===== src/rtl/pixel_pkg.sv =====
// pixel_pkg: shared pixel types, modes, FSM states and colour constants
package pixel_pkg;
  localparam int PIX_COLOR_W = 16;
  typedef logic [PIX_COLOR_W-1:0] color_t;
  typedef enum logic {MODE_PASS, MODE_FILL} pix_mode_t;
  typedef enum logic {ST_RUN, ST_CLEAR} pwq_state_t;
  localparam color_t COLOR_BLACK = 16'h0000;
  localparam color_t COLOR_BLUE = 16'h001F;
endpackage


===== src/rtl/pixel_fifo.sv =====
// pixel_fifo: show-ahead FIFO; when empty the output holds the last popped entry
module pixel_fifo #(
  parameter int WIDTH = 8,
  parameter int DEPTH = 8
) (
  input  logic             clk_i,
  input  logic             rst_n_i,
  input  logic             push_i,
  input  logic [WIDTH-1:0] din_i,
  input  logic             pop_i,
  output logic [WIDTH-1:0] dout_o,
  output logic             full_o,
  output logic             empty_o
);
  localparam int AW = $clog2(DEPTH);
  logic [WIDTH-1:0] mem_q [DEPTH];
  logic [WIDTH-1:0] last_q;
  logic [AW:0] wr_q, rd_q;
  assign full_o = (wr_q[AW] != rd_q[AW]) && (wr_q[AW-1:0] == rd_q[AW-1:0]);
  assign empty_o = wr_q == rd_q;
  assign dout_o = empty_o ? last_q : mem_q[rd_q[AW-1:0]];
  always_ff @(posedge clk_i) begin
    if (!rst_n_i) begin
      wr_q <= '0;
      rd_q <= '0;
      last_q <= '0;
    end else begin
      if (push_i && !full_o) begin
        mem_q[wr_q[AW-1:0]] <= din_i;
        wr_q <= wr_q + 1'b1;
      end
      if (pop_i && !empty_o) begin
        last_q <= mem_q[rd_q[AW-1:0]];
        rd_q <= rd_q + 1'b1;
      end
    end
  end
endmodule


===== src/rtl/pixel_write_queue.sv =====
// pixel_write_queue: range-checked fragment queue to the framebuffer with a clear sweeper
module pixel_write_queue import pixel_pkg::*; #(
  parameter int ADDR_IN_W = 32,
  parameter int FB_DEPTH = 38400,
  parameter int COLOR_W = 16,
  parameter int FIFO_DEPTH = 8,
  parameter logic [COLOR_W-1:0] FILL_COLOR = COLOR_BLUE,
  parameter logic [COLOR_W-1:0] CLEAR_COLOR = COLOR_BLACK,
  localparam int ADDR_W = $clog2(FB_DEPTH)
) (
  input  logic                 clk_in,
  input  logic                 rst_n_in,
  input  logic [ADDR_IN_W-1:0] addr_in,
  input  logic [COLOR_W-1:0]   color_in,
  input  logic                 mode_in,
  input  logic                 valid_in,
  output logic                 ready_out,
  input  logic                 clear_start_in,
  output logic                 busy_out,
  output logic [ADDR_W-1:0]    addr_out,
  output logic [COLOR_W-1:0]   color_out,
  output logic                 valid_out,
  input  logic                 ready_in,
  output logic [15:0]          drop_count_out
);
  localparam int W = ADDR_W + COLOR_W;
  localparam logic [ADDR_W-1:0] LAST = ADDR_W'(FB_DEPTH - 1);
  pwq_state_t state_q, state_d;
  logic [ADDR_W-1:0] clr_q, clr_d;
  logic [15:0] drop_q, drop_d;
  logic full, empty, push, accept, in_range, clearing;
  logic [W-1:0] din, dout;
  always_comb begin
    clearing = state_q == ST_CLEAR;
    ready_out = !clearing && !full;
    busy_out = clearing;
    accept = valid_in && ready_out;
    in_range = addr_in < ADDR_IN_W'(FB_DEPTH);
    push = clearing ? !full : accept && in_range;
    din = clearing ? {clr_q, CLEAR_COLOR}
        : {addr_in[ADDR_W-1:0], pix_mode_t'(mode_in) == MODE_FILL ? FILL_COLOR : color_in};
    drop_d = (accept && !in_range && drop_q != 16'hFFFF) ? drop_q + 16'd1 : drop_q;
    clr_d = (clearing && !full) ? (clr_q == LAST ? '0 : clr_q + 1'b1) : clr_q;
    state_d = clearing ? ((!full && clr_q == LAST) ? ST_RUN : ST_CLEAR)
            : (clear_start_in ? ST_CLEAR : ST_RUN);
  end
  always_ff @(posedge clk_in) begin
    if (!rst_n_in) begin
      state_q <= ST_RUN;
      clr_q <= '0;
      drop_q <= '0;
    end else begin
      state_q <= state_d;
      clr_q <= clr_d;
      drop_q <= drop_d;
    end
  end
  pixel_fifo #(.WIDTH(W), .DEPTH(FIFO_DEPTH)) u_fifo (
    .clk_i(clk_in),
    .rst_n_i(rst_n_in),
    .push_i(push),
    .din_i(din),
    .pop_i(ready_in),
    .dout_o(dout),
    .full_o(full),
    .empty_o(empty)
  );
  assign valid_out = !empty;
  assign {addr_out, color_out} = dout;
  assign drop_count_out = drop_q;
endmodule

===== config.mk =====
export PLATFORM = sky130hd
export DESIGN_NAME = pixel_write_queue
export DESIGN_NICKNAME = d
export VERILOG_FILES = /design/src/rtl/pixel_pkg.sv /design/src/rtl/pixel_fifo.sv /design/src/rtl/pixel_write_queue.sv
export SDC_FILE = /design/constraint.sdc
export NUM_CORES = 1
export LEC_CHECK = 0
export ABC_AREA = 1
export CAP_MARGIN = 0
export CORE_AREA = 2 2 261 238
export DETAILED_ROUTE_END_ITERATION = 12
export DIE_AREA = 0 0 263 240
export PLACE_DENSITY = 0.41
export SYNTH_ARGS = -nofsm -noshare
export SYNTH_HDL_FRONTEND = slang
export SYNTH_SLANG_ARGS = --single-unit
export TNS_END_PERCENT = 5

===== constraint.sdc =====
create_clock -name clk_in -period 5.2 [get_ports clk_in]
set_input_delay 1.04 -clock clk_in [delete_from_list [all_inputs] [get_ports clk_in]]
set_output_delay 1.04 -clock clk_in [all_outputs]
set_load 0.03 [all_outputs]

After elaboration in Yosys (flattened, before gate mapping)
Memory sizes are Yosys's and may differ from the RTL's. A register that Yosys moved wholly into a read port is not among the register bits.
Cells that the tools add are included.

storage, ports and cells
  flip-flop bits (word level) = 73
  memory bits (writable) = 256
  input bits = 54
  output and inout port bits = 51
  logic and storage cells = 44
  memories kept = 1

cells by class
  add/subtract/negate cells = 4
  $lt $le $gt $ge = 1
  equal/unequal tests = 5
  mux-type cells = 13
  reduce and logical (&&, ||, !) cells = 14

memory list
  name          depth  width  read ports  clocked after memory_dff  wr ports  RTL line          RTL
  u_fifo.mem_q  8      32     1           1                         1         pixel_fifo.sv:16  logic [WIDTH-1:0] mem_q [DEPTH];

operators by type and width
  kind                                                  number
  two-way mux 32 bit                                    2
  adder 16 x 1 -> 16 bit, second input constant         2
  < comparator 32 x 16 -> 1 bit, second input constant  1
  two-way mux 16 bit                                    2
  equality test 16 bit, second input constant           1
  inequality test 16 bit, second input constant         1
  logical AND 1 bit                                     10
  adder 4 x 1 -> 4 bit, second input constant           2
  two-way mux 1 bit                                     7
  two-way mux 3 bit                                     2
  equality test 4 bit                                   1
  zero test 1 bit                                       4
  equality test 3 bit                                   1
  inequality test 1 bit                                 1

Logic depth before layout (Yosys ltp)
  depth in word-level cells = 11
  mapped depth = 11
  depth with buffers taken out = 10

By module
A second synthesis with hierarchy kept.

second synthesis, totals
  cell total of the unflattened synthesis = 1830
  area total of the unflattened synthesis = 15472.3 um^2

by module, submodules not included
  module             instances  cells each  area each (um^2)  sequential area each (um^2)
  pixel_fifo         1          1451        13193.9           8548.2
  pixel_write_queue  1          379         2278.4            660.6

Least setup slack after synthesis
No wires, ideal clock.

  kind = input to register
  from = input port addr_in[21]
  to = memory u_fifo.mem_q[3][0] (netlist name) (enable)
  library setup time = 0.461 ns
  arrival time = 3.972 ns
  required time = 4.739 ns
  slack = 0.767 ns
  stages = 9
  buffers on the path = 0
  cells stage by stage = nor2_1 > nand2_1 > nor2_1 > nand2_1 > nor2_1 > nand2_2 > nand2_2 > nand2_2 > nor3_1

on the way
  longest elaborated chain between the ends = 7

ends and longest elaborated chain
  item                                     RTL line                 RTL
  from (decl)                              pixel_write_queue.sv:13  input logic [ADDR_IN_W-1:0] addr_in,
  < comparator 32 x 16 -> 1 bit            pixel_write_queue.sv:38  in_range = addr_in < ADDR_IN_W'(FB_DEPTH);
  logical AND 1 bit                        pixel_write_queue.sv:39  push = clearing ? !full : accept && in_range;
  two-way mux 1 bit                        pixel_write_queue.sv:39
  logical AND 1 bit                        pixel_fifo.sv:28         if (push_i && !full_o) begin
  two-way mux 1 bit                        pixel_fifo.sv:28
  two-way mux 1 bit                        pixel_fifo.sv:23         if (!rst_n_i) begin
  two-way mux 1 bit (not written as such)  pixel_fifo.sv:29         mem_q[wr_q[AW-1:0]] <= din_i;
  to (decl)                                pixel_fifo.sv:16

Every way passes these cells.

==> out/results.md <==
| Quantity | Value | Unit |
| --- | --- | --- |
| Run status | finished, final reports clean | - |
| Post-Place Setup Slack | 1.27 | ns |
| #FFs+latches synth | 332 | - |
| Setup Skew | 0.0296 | ns |
| Num CTS Buffers | 40 | - |
| Least-Margin Pin Slew | 1.20 | ns |
| Count of final hold-check violations | 0 | - |
| Post-synthesis cell count | 1424 | - |
| Later-pin clock latency in the skew report | 0.55 | ns |
| Number of search-and-repair iterations in the first detailed-routing pass | 5 | - |
| Leftover overflow at the end of global routing | 0 | - |
| Largest net degree at the start of global routing | 84 | - |
| Crit Path Class | flip-flop to output pin | - |
| Layout-stage area growth over the synthesis result | 22.5 | % |
| Arrival time worst endpoint | 3.45 | ns |
| Type of destination of the critical path | output pin | - |
| Die X-Extent | 263 | um |
| DP Wirelength | 24500 | um |
| Post-cts hold buffer count | 0 | - |
| Worst IR drop on VDD | 0.207 | mV |
| Summed area of non-filler cells in the final layout | 0.0176 | mm^2 |
| Library cell used as clock root buffer | clkbuf_16 | - |
| Clock tree sinks | 332 | - |
| Number of enable flip-flop cells after synthesis | 256 | - |
| Main flop type after synthesis | edfxtp_1 | - |
| Post-CTS setup buffers | 0 | - |
| Pwr per Cell Area | 419 | mW/mm^2 |
| Synth Net Count | 1482 | - |
| Cell area after technology mapping | 0.0144 | mm^2 |
| Min Hold Slack | 0.442 | ns |
| Number of cells after detailed placement | 2270 | - |
| Syn avg cell area | 10.1 | um^2 |
| Number of fill cells | 6309 | - |
| Antenna violations before repair | 1 | - |
| Clock-pin slew on the worst setup and hold paths | 0.06 | ns |
| Post-synthesis sequential area ratio | 0.641 | - |
| Share of the core filled with cells | 0.291 | - |
| H-Tree Depth | 2 | - |
| Final routed wire length divided by cell count | 17.9 | um |
| Proportion of synthesized flip-flops having asynchronous set or reset | 0 | - |
| Final-stage net count | 1578 | - |
| Vias per std cell | 4.49 | - |
| Buffers on Ports | 104 | - |
| Reg-to-reg startpoint | u_fifo.wr_q[2] | - |
| Relative max-transition margin | 0.190 | - |
| Number of core rows | 86 | - |
| Total via count in the routed design | 10500 | - |
| Global-route wire length before repair | 64000 | um |
| Multi-input logic area | 0.00454 | mm^2 |
| Tightest Hold Check Type | flip-flop to flip-flop | - |
| Max Freq | 223 | MHz |
| Overall power of the completed layout | 7.36 | mW |
| DIE HEIGHT | 240 | um |
| Initial DRC Count | 470 | - |
| Ant. Diodes | 0 | - |
| Number of failing setup endpoints in the final timing report | 0 | - |
| Antenna violation net count after detailed routing | 0 | - |
| Number of global-route vias before repair | 10200 | - |
| Number of remaining DRC errors | 0 | - |
| Time the final worst path needs with I/O delays and setup | 4.49 | ns |
| Global-route total usage across every layer | 0.133 | - |
| Core area | 0.0605 | mm^2 |
| Area after DPL | 0.0163 | mm^2 |
| Slew Limit Fails | 0 | - |
| Share of cells above drive strength 1 | 0.0954 | - |
| Number of library cell types mapped by synthesis | 39 | - |
| I/O pin cnt | 105 | - |
| Fin worst setup slack | 0.710 | ns |
| Routability-driven placement congestion ratio | 0.771 | - |
| Starting Density | 0.237 | - |
| Startpoint of the tightest hold check path | u_fifo.last_q[8] | - |
| Leakage power of the design | 5.87 | nW |
| Data required time at the worst endpoint | 4.16 | ns |
| TNS Setup | 0 | ns |
| Non-filler cells in the finished layout | 2343 | - |
| Die outline area | 0.0631 | mm^2 |
| Clock tree from TritonCTS | built | - |
| Nature of the critical path startpoint | flip-flop | - |
| Worst-path fanout max | 41 | - |
| Max cap viols | 0 | - |
| Total area of sequential cells | 0.00921 | mm^2 |
| Total wire length | 42000 | um |
| Crit share post-route | 0.864 | - |
| Setup repair after global routing missed its margin | no | - |
| Number of gates given a new drive strength after cts | 0 | - |
| Maximum buffer depth of the clock tree | 3 | - |
| Yosys warns | 0 | - |
## final cells by class
cell class	instances	share of cell area
multi-input combinational	948	0.258
sequential	332	0.524
clock inverter	22	0.0132
tap	792	0.0564
clock buffer	51	0.0604
timing repair buffer	137	0.0747
inverter	61	0.0131
## registers in the layout, indices dropped and copies added (netlist names), named ones only
signal	count
u_fifo.rd_q	4
u_fifo.wr_q	4
busy_out	1
drop_count_out	16
u_fifo.mem_q	256
clr_q	16
u_fifo.last_q	32
## critical path, stage by stage, from the launching register on
cell and delay, ns:
dfxtp_4 0.34, clkinv_2 0.25, buf_4 0.34, buf_4 0.45
o21ai_0 0.18, o21ai_1 0.10, nand2_1 0.09, a31oi_1 0.36
clkdlybuf4s50_1 0.75
## power breakdown
group	leakage, nW	internal (mW)	switching (mW)
registers	2.96	2.94	0.0346
logic	2.28	0.530	1.08
clock network	0.632	1.65	1.12
## metal layers
| layer | GRT usage | vias to the layer above | part of all wire |
|---|---|---|---|
| met5 | 0 | - | 0.00033 |
| met4 | 0.0388 | 2 | 0.020 |
| met3 | 0.0272 | 47 | 0.050 |
| met2 | 0.213 | 231 | 0.45 |
| met1 | 0.182 | 5072 | 0.48 |
| li1 | - | 5168 | - |
## kinds of logic (layout without fill, tap and decap cells)
logic type,count (synthesis),count (layout),share of synthesized area
simple gates,582,582,0.171
flops,332,332,0.641
compound gates,347,347,0.129
buf+inv,144,271,0.0460
xor+xnor,15,15,0.00915
fa+ha+maj,4,4,0.00349
## synth_stat cells, types with 7 or more instances
cell,count,area (um^2)
edfxtp_1,256,7690
nor2_1,256,961
nand2_1,222,833
o21ai_0,176,881
dfxtp_1,76,1520
a21oi_1,75,375
inv_1,53,199
o22ai_1,46,288
clkbuf_1,38,143
nand3_1,31,155
nand4_1,31,194
o21ai_1,22,110
buf_2,19,95.1
a31oi_1,18,113
nand2_2,17,106
buf_4,14,105
xor2_1,12,105
nor3_1,11,55.1
a21oi_2,9,78.8
inv_2,7,26.3
## cell usage in the layout, fill, tap and decap left out, drive strengths merged
cell and count:
a211oi 1, a21oi 84, a31oi 18, and2 1
and3 1, buf 33, bufinv 4, clkbuf 51
clkdlybuf4s50 104, clkinv 17, clkinvlp 2, dfxtp 76
edfxtp 256, ha 4, inv 60, nand2 239
nand3 33, nand4 32, nor2 260, nor3 13
nor3b 2, o21ai 198, o22ai 46, or2 1
xnor2 3, xor2 12
## path summary, 6_finish.rpt
kind / end / slack, ns / cells past startpoint
worst max-delay path: addr_out[14] / 0.71 / 8
worst min-delay path: u_fifo.last_q[8] / 0.44 / 2
worst max register to register: flip-flop / 2.15 / 7
worst min register to register: u_fifo.last_q[8] / 0.44 / 2
No activity file was read; power rests on OpenSTA's default activity.
